===== src/rtl/sa_feed_ctrl_if.sv =====
// Bus between the systolic-array feed controller and its host / PE array.
// master = host side (drives the matrices, start and the live PE results),
// slave  = controller side.
interface sa_feed_ctrl_if;
  logic               start;
  logic [71:0]        a_mat;
  logic [71:0]        b_mat;
  logic [143:0]       c_in;
  logic signed [7:0]  a0, a1, a2;
  logic signed [7:0]  b0, b1, b2;
  logic               pe_clr_n;
  logic [143:0]       c_mat;
  logic               busy;
  logic               done;

  modport master (
    output start, a_mat, b_mat, c_in,
    input  a0, a1, a2, b0, b1, b2, pe_clr_n, c_mat, busy, done
  );

  modport slave (
    input  start, a_mat, b_mat, c_in,
    output a0, a1, a2, b0, b1, b2, pe_clr_n, c_mat, busy, done
  );
endinterface


===== src/rtl/sa_feed_ctrl.sv =====
// Feed controller for a 3x3 output-stationary systolic array: latches A/B,
// clears the PE accumulators, streams skewed row/column operands, waits for
// the wavefront to drain, then captures the PE results.

// One operand lane: on each step presents vec[step - LANE] (or 0 outside the
// diagonal band) from a register, so the array sees the classic skewed feed.
module sa_feed_lane #(
  parameter int LANE      = 0,
  parameter int NUM_LANES = 3,
  parameter int VEC_W     = 8
) (
  input  logic                           clk,
  input  logic                           rst_n,
  input  logic                           feed_nxt,
  input  logic [2:0]                     step_nxt,
  input  logic [NUM_LANES-1:0][VEC_W-1:0] vec,
  output logic [VEC_W-1:0]               op
);
  localparam int IW = (NUM_LANES > 1) ? $clog2(NUM_LANES) : 1;

  int               d;
  logic [VEC_W-1:0] sel;

  // Select the element owed on the upcoming step; zero outside the band
  always_comb begin
    d   = int'(step_nxt) - LANE;
    sel = '0;
    if (feed_nxt && d >= 0 && d < NUM_LANES)
      sel = vec[d[IW-1:0]];
  end

  // Operand register: outputs never see a combinational input path
  always_ff @(posedge clk or negedge rst_n)
    if (!rst_n) op <= '0;
    else        op <= sel;
endmodule

module sa_feed_ctrl #(
  parameter int CLR_CYCLES   = 2,
  parameter int DRAIN_CYCLES = 6
) (
  input  logic         clk,
  input  logic         rst_n,
  sa_feed_ctrl_if.slave bus
);
  localparam int NUM_LANES  = 3;
  localparam int VEC_W      = 8;
  localparam int ACC_W      = 16;
  localparam int FEED_STEPS = 2*NUM_LANES - 1;

  localparam logic [3:0] CLR_LAST  = 4'(CLR_CYCLES - 1);
  localparam logic [3:0] DRN_LAST  = 4'(DRAIN_CYCLES - 1);
  localparam logic [3:0] FEED_LAST = 4'(FEED_STEPS - 1);

  generate
    if (CLR_CYCLES < 1 || CLR_CYCLES > 15) begin : g_bad_clr
      $error("sa_feed_ctrl: CLR_CYCLES out of range 1..15");
    end
    if (DRAIN_CYCLES < 1 || DRAIN_CYCLES > 15) begin : g_bad_drn
      $error("sa_feed_ctrl: DRAIN_CYCLES out of range 1..15");
    end
  endgenerate

  typedef enum logic [2:0] {IDLE, CLEAR, FEED, DRAIN, DONE} state_t;

  // [row][col][bits] packing lines up with the flat 8*(3r+c) bus layout
  typedef logic [NUM_LANES-1:0][NUM_LANES-1:0][VEC_W-1:0] mat_t;

  state_t state, nxt_state;
  logic [3:0] cnt, nxt_cnt;
  mat_t a_q, b_q, b_col;
  logic [NUM_LANES-1:0][VEC_W-1:0] a_op, b_op;
  logic [NUM_LANES*NUM_LANES*ACC_W-1:0] c_q;
  logic feed_nxt, capture;

  // Column lanes walk B down a column, so present B transposed
  always_comb begin
    b_col = '0;
    for (int r = 0; r < NUM_LANES; r++)
      for (int c = 0; c < NUM_LANES; c++)
        b_col[c][r] = b_q[r][c];
  end

  // Snapshot the operands on the accepting edge so later bus changes are harmless
  always_ff @(posedge clk or negedge rst_n)
    if (!rst_n) begin
      a_q <= '0;
      b_q <= '0;
    end else if (state == IDLE && bus.start) begin
      a_q <= bus.a_mat;
      b_q <= bus.b_mat;
    end

  // State and phase counter registers
  always_ff @(posedge clk or negedge rst_n)
    if (!rst_n) begin
      state <= IDLE;
      cnt   <= '0;
    end else begin
      state <= nxt_state;
      cnt   <= nxt_cnt;
    end

  // Next-state: each phase counts its length in cnt, which doubles as the feed step
  always_comb begin
    nxt_state = state;
    nxt_cnt   = cnt;
    unique case (state)
      IDLE:  if (bus.start) begin nxt_state = CLEAR; nxt_cnt = '0; end
      CLEAR: if (cnt == CLR_LAST) begin nxt_state = FEED; nxt_cnt = '0; end
             else nxt_cnt = cnt + 4'd1;
      FEED:  if (cnt == FEED_LAST) begin nxt_state = DRAIN; nxt_cnt = '0; end
             else nxt_cnt = cnt + 4'd1;
      DRAIN: if (cnt == DRN_LAST) begin nxt_state = DONE; nxt_cnt = '0; end
             else nxt_cnt = cnt + 4'd1;
      DONE:  begin nxt_state = IDLE; nxt_cnt = '0; end
      default: begin nxt_state = IDLE; nxt_cnt = '0; end
    endcase
  end

  // Lanes load from the next state so the registered operand lands in the right step
  assign feed_nxt = (nxt_state == FEED);

  generate
    for (genvar l = 0; l < NUM_LANES; l++) begin : g_lane
      sa_feed_lane #(.LANE(l), .NUM_LANES(NUM_LANES), .VEC_W(VEC_W)) u_row (
        .clk(clk), .rst_n(rst_n), .feed_nxt(feed_nxt), .step_nxt(nxt_cnt[2:0]),
        .vec(a_q[l]), .op(a_op[l]));
      sa_feed_lane #(.LANE(l), .NUM_LANES(NUM_LANES), .VEC_W(VEC_W)) u_col (
        .clk(clk), .rst_n(rst_n), .feed_nxt(feed_nxt), .step_nxt(nxt_cnt[2:0]),
        .vec(b_col[l]), .op(b_op[l]));
    end
  endgenerate

  assign capture = (state == DRAIN) && (cnt == DRN_LAST);

  // Result capture on the DRAIN->DONE edge; held until the next run completes
  always_ff @(posedge clk or negedge rst_n)
    if (!rst_n)       c_q <= '0;
    else if (capture) c_q <= bus.c_in;

  assign bus.a0       = a_op[0];
  assign bus.a1       = a_op[1];
  assign bus.a2       = a_op[2];
  assign bus.b0       = b_op[0];
  assign bus.b1       = b_op[1];
  assign bus.b2       = b_op[2];
  assign bus.c_mat    = c_q;
  assign bus.pe_clr_n = (state != CLEAR);
  assign bus.busy     = (state != IDLE);
  assign bus.done     = (state == DONE);
endmodule


===== src/flat_wrapper.sv =====
// flat-port wrapper written by rule: the top's interface ports become plain ports
module sa_feed_ctrl_flat 
#(
  parameter int CLR_CYCLES   = 2,
  parameter int DRAIN_CYCLES = 6
)
  (clk, rst_n, bus_start, bus_a_mat, bus_b_mat, bus_c_in, bus_a0, bus_a1, bus_a2, bus_b0, bus_b1, bus_b2, bus_pe_clr_n, bus_c_mat, bus_busy, bus_done);
  sa_feed_ctrl_if bus_i ();
  input  logic clk;
  input  logic rst_n;
  input wire logic [$bits(bus_i.start)-1:0] bus_start;
  input wire logic [$bits(bus_i.a_mat)-1:0] bus_a_mat;
  input wire logic [$bits(bus_i.b_mat)-1:0] bus_b_mat;
  input wire logic [$bits(bus_i.c_in)-1:0] bus_c_in;
  output wire logic [$bits(bus_i.a0)-1:0] bus_a0;
  output wire logic [$bits(bus_i.a1)-1:0] bus_a1;
  output wire logic [$bits(bus_i.a2)-1:0] bus_a2;
  output wire logic [$bits(bus_i.b0)-1:0] bus_b0;
  output wire logic [$bits(bus_i.b1)-1:0] bus_b1;
  output wire logic [$bits(bus_i.b2)-1:0] bus_b2;
  output wire logic [$bits(bus_i.pe_clr_n)-1:0] bus_pe_clr_n;
  output wire logic [$bits(bus_i.c_mat)-1:0] bus_c_mat;
  output wire logic [$bits(bus_i.busy)-1:0] bus_busy;
  output wire logic [$bits(bus_i.done)-1:0] bus_done;
  assign bus_i.start = bus_start;
  assign bus_i.a_mat = bus_a_mat;
  assign bus_i.b_mat = bus_b_mat;
  assign bus_i.c_in = bus_c_in;
  assign bus_a0 = bus_i.a0;
  assign bus_a1 = bus_i.a1;
  assign bus_a2 = bus_i.a2;
  assign bus_b0 = bus_i.b0;
  assign bus_b1 = bus_i.b1;
  assign bus_b2 = bus_i.b2;
  assign bus_pe_clr_n = bus_i.pe_clr_n;
  assign bus_c_mat = bus_i.c_mat;
  assign bus_busy = bus_i.busy;
  assign bus_done = bus_i.done;
  sa_feed_ctrl #(.CLR_CYCLES(CLR_CYCLES), .DRAIN_CYCLES(DRAIN_CYCLES)) u_core (.clk(clk), .rst_n(rst_n), .bus(bus_i));
endmodule

===== config.mk =====
export PLATFORM = sky130hd
export DESIGN_NAME = sa_feed_ctrl_flat
export DESIGN_NICKNAME = d
export VERILOG_FILES = /design/src/rtl/sa_feed_ctrl_if.sv /design/src/rtl/sa_feed_ctrl.sv /design/src/flat_wrapper.sv
export SDC_FILE = /design/constraint.sdc
export NUM_CORES = 1
export LEC_CHECK = 0
export CAP_MARGIN = 20
export CORE_MARGIN = 10
export CORE_UTILIZATION = 47
export CTS_BUF_LIST = sky130_fd_sc_hd__clkbuf_8
export CTS_CLUSTER_SIZE = 14
export DETAILED_ROUTE_END_ITERATION = 8
export PLACE_DENSITY = 0.93
export SLEW_MARGIN = 20
export SYNTH_ARGS = -nofsm -noshare
export SYNTH_HDL_FRONTEND = slang
export SYNTH_SLANG_ARGS = --single-unit

===== constraint.sdc =====
create_clock -name clk -period 4 [get_ports clk]
set_input_delay 0.8 -clock clk [delete_from_list [all_inputs] [get_ports clk]]
set_output_delay 0.8 -clock clk [all_outputs]
set_load 0.03 [all_outputs]

==> flow_summary.toml <==
[finish]
final_layout_size_suffix_gt1_frac = 0.248
nets = 1839
syn_to_final_growth_pct = 44.2
design_area_mm2 = 0.0207
fill_cells = 1997
fin_util = 0.692
fin_cells = 1980

[global_route]
grt_pass1_vias = 12130
grt-ovfl-total = 0
grt_antenna_before_repair = 22
grt_max_degree = 160
grt_use_total = 0.261
grt_pass1_wl_um = 76600

[worst_setup_path]
crit_required_ns = 4.49
crit_arrival_ns = 4.18
crit_path_start_kind = "flip-flop"
reg2reg_slack_ns = 0.31
crit_type = "flip-flop to flip-flop"
cp_max_fo = 16
endpoint_kind = "flip-flop"

[floorplan]
dieArea_mm2 = 0.0379
start_util = 0.480
row_count = 63
die_w_um = 195
core_area_mm2 = 0.0299
fp.dieH_um = 195
ios = 486

[sta]
min_period_ns = 3.69
hold_viol = 0
period_share = 0.923
slew_viol_final = 0
maxSlewHeadroom = 0.427
fmax_mhz = 271
fin_ws_ns = 0.310
fin_tns_setup_ns = 0
rsz0062_at_grt = "no"
max_slew.worst_pin.slew_ns = 0.860
setup_viol = 0
skew_ns = 0.0321

[power]
p_per_area_mw_per_mm2 = 846
p_clk_frac = 0.165
seqPwrFrac = 0.341
switching_share = 0.421
p_switching_uw = 7360
combPwrFrac = 0.494
ir_drop_mv = 0.539
internal-power_uw = 10100
power.leakage_uw = 0.00890

[run_status]
outcome = "complete, no violations"

[logic_synthesis]
synthSimpleGateAreaFrac = 0.0460
synth_ff_type = "dfrtp_1"
ys_seq_area_frac = 0.599
yosysMostFrequentCell = "dfrtp_1"
synth_top_area_frac = 0.599
ys_top_cells_by_area = "dfrtp_1, mux2_2, nand3_1"
synth.top_cells.by_count = "dfrtp_1, mux2_2, clkbuf_1, nand3_1, nand2_1"
synth_top_family_by_area = "multiplexers"
syn_nets = 1353
syn_inst = 1054
yosysUniqueCellTypes = 51
netlist_area_mm2 = 0.0143
synth_compound_area_frac = 0.0903
synthXorXnorAreaFrac = 0.000611
synth_area_per_cell_um2 = 13.6
synth_edf_count = 0
ys_ff_latch = 343
yosysTopAreaCell = "dfrtp_1"
postSynth.asyncResetShare = 1.00
synth.area.mux_share = 0.226
ys_warn_count = 0
synthAdderAreaFrac = 0.00698

[place]
port_buffers = 485
place_area_mm2 = 0.0196
routabilityCongestion = 0.923
hpwl_um = 37700
place_ws_ns = -0.0512
place_inst = 1872

[clock_network]
root_buffer = "clkbuf_8"
cts.sinks = 343
clk_pin_slew_ns = 0.06
clock_latency_ns = 0.60
cts_inserted_buffers = 56
clk_path_buf_depth = 3
h-tree-depth = 2
cts_tree = "done"

[routing]
viasPerCell = 5.57
vias = 11019
dr.pass1.iters = 5
antenna_left = 0
drtIter0Drc = 716
drcViolationCount = 0
post_drt_wl_per_cell_um = 25.9
wl_um = 51300

[hold_path]
holdCritPathClass = "input pin to async pin"

[job]
drv_cap = 0
routing by layer:
layer | GRT usage | up-vias | routed length [µm]
met5 | 0 | - | 137
met4 | 0.135 | 22 | 2530
met3 | 0.108 | 134 | 5150
met2 | 0.446 | 528 | 26000
met1 | 0.269 | 5501 | 17500
li1 | - | 4834 | -
metrics by stage:
step	hold slack (ns)	total power, µW
6_report	0.226	17500
5_1_grt	0.250	18300
4_1_cts	0.218	17500
3_5_place_dp	0.466	14500
3_3_place_gp	0.459	14100
2_1_floorplan	0.452	11000
state kept, by name (all words and copies together) (netlist names):
name                    cells
u_core.g_lane.u_col.op     24
u_core.g_lane.u_row.op     24
u_core.a_q                 72
u_core.b_col               72
u_core.state                3
u_core.bus.c_mat          144
u_core.cnt                  4
worst max-delay path, stage by stage (launching register included):
cell       delay (ns)
dfrtp_1          0.46
clkinv_1         0.10
ha_1             0.17
nand3b_1         0.15
and2_1           0.32
o311ai_1         0.55
and2_1           0.28
ha_1             0.24
or3_1            0.38
nor4_1           0.34
and3_1           0.21
buf_4            0.22
o2bb2ai_1        0.17
timing repair:
action,in CTS,in global routing
setup buffers,0,0
hold buffers,0,0
endpoints found under the setup margin,0,16
endpoints found under the hold margin,0,0
resized for setup,0,1
cells by family (layout without fill, tap and decap cells):
| logic type | Yosys count | in the layout |
|---|---|---|
| other cells | 0 | 11 |
| simple gates | 133 | 133 |
| xor+xnor | 1 | 1 |
| mux | 289 | 289 |
| flops | 343 | 343 |
| buf+inv | 107 | 632 |
| fa+ha+maj | 8 | 8 |
| compound gates | 173 | 173 |
worst paths after layout:
kind                           startpoint                           end  depth (start not counted)
min reg2reg                u_core.a_q[69]  u_core.g_lane[2].u_row.op[5]                          1
max                         u_core.cnt[0]  u_core.g_lane[2].u_row.op[2]                         12
min in group clk           u_core.a_q[69]  u_core.g_lane[2].u_row.op[5]                          1
min                                 rst_n              u_core.b_col[25]                          1
max reg2reg                 u_core.cnt[0]  u_core.g_lane[2].u_row.op[2]                         12
max in group asynchronous           rst_n           u_core.bus.c_mat[1]                          2
power groups by stage:
stage | registers (µW) | clock network, µW | logic, µW
global route | 6110 | 3090 | 9140
floorplan | 7190 | 0 | 3780
global placement | 5850 | 0 | 8240
finish | 5960 | 2890 | 8640
CTS | 5940 | 2930 | 8650
detailed placement | 5960 | 0 | 8550
area by class of cell:
class / instances / area, µm² / share of cell area
Multi-Input combinational cell: 604 / 5340 / 0.258
Clock inverter: 30 / 124 / 0.00599
Timing Repair Buffer: 509 / 5090 / 0.246
Tap cell: 390 / 488 / 0.0236
Inverter: 26 / 97.6 / 0.00472
Sequential cell: 343 / 8580 / 0.415
Clock buffer: 67 / 922 / 0.0446
Antenna cell: 11 / 27.5 / 0.00133
layout by cell type, fill, tap and decap left out, types with 16 or more instances in the layout:
cell type and n:
a21oi_1 22, buf_4 20, o21ai_0 33, mux2_2 273, o211a_1 16, nand2_1 50
nand3_1 52, clkbuf_8 67, o311ai_0 16, o2bb2ai_1 16, clkdlybuf4s50_1 484, dfrtp_1 343
mux2i_1 16, inv_1 49
Power figures use the tool's default switching activity.
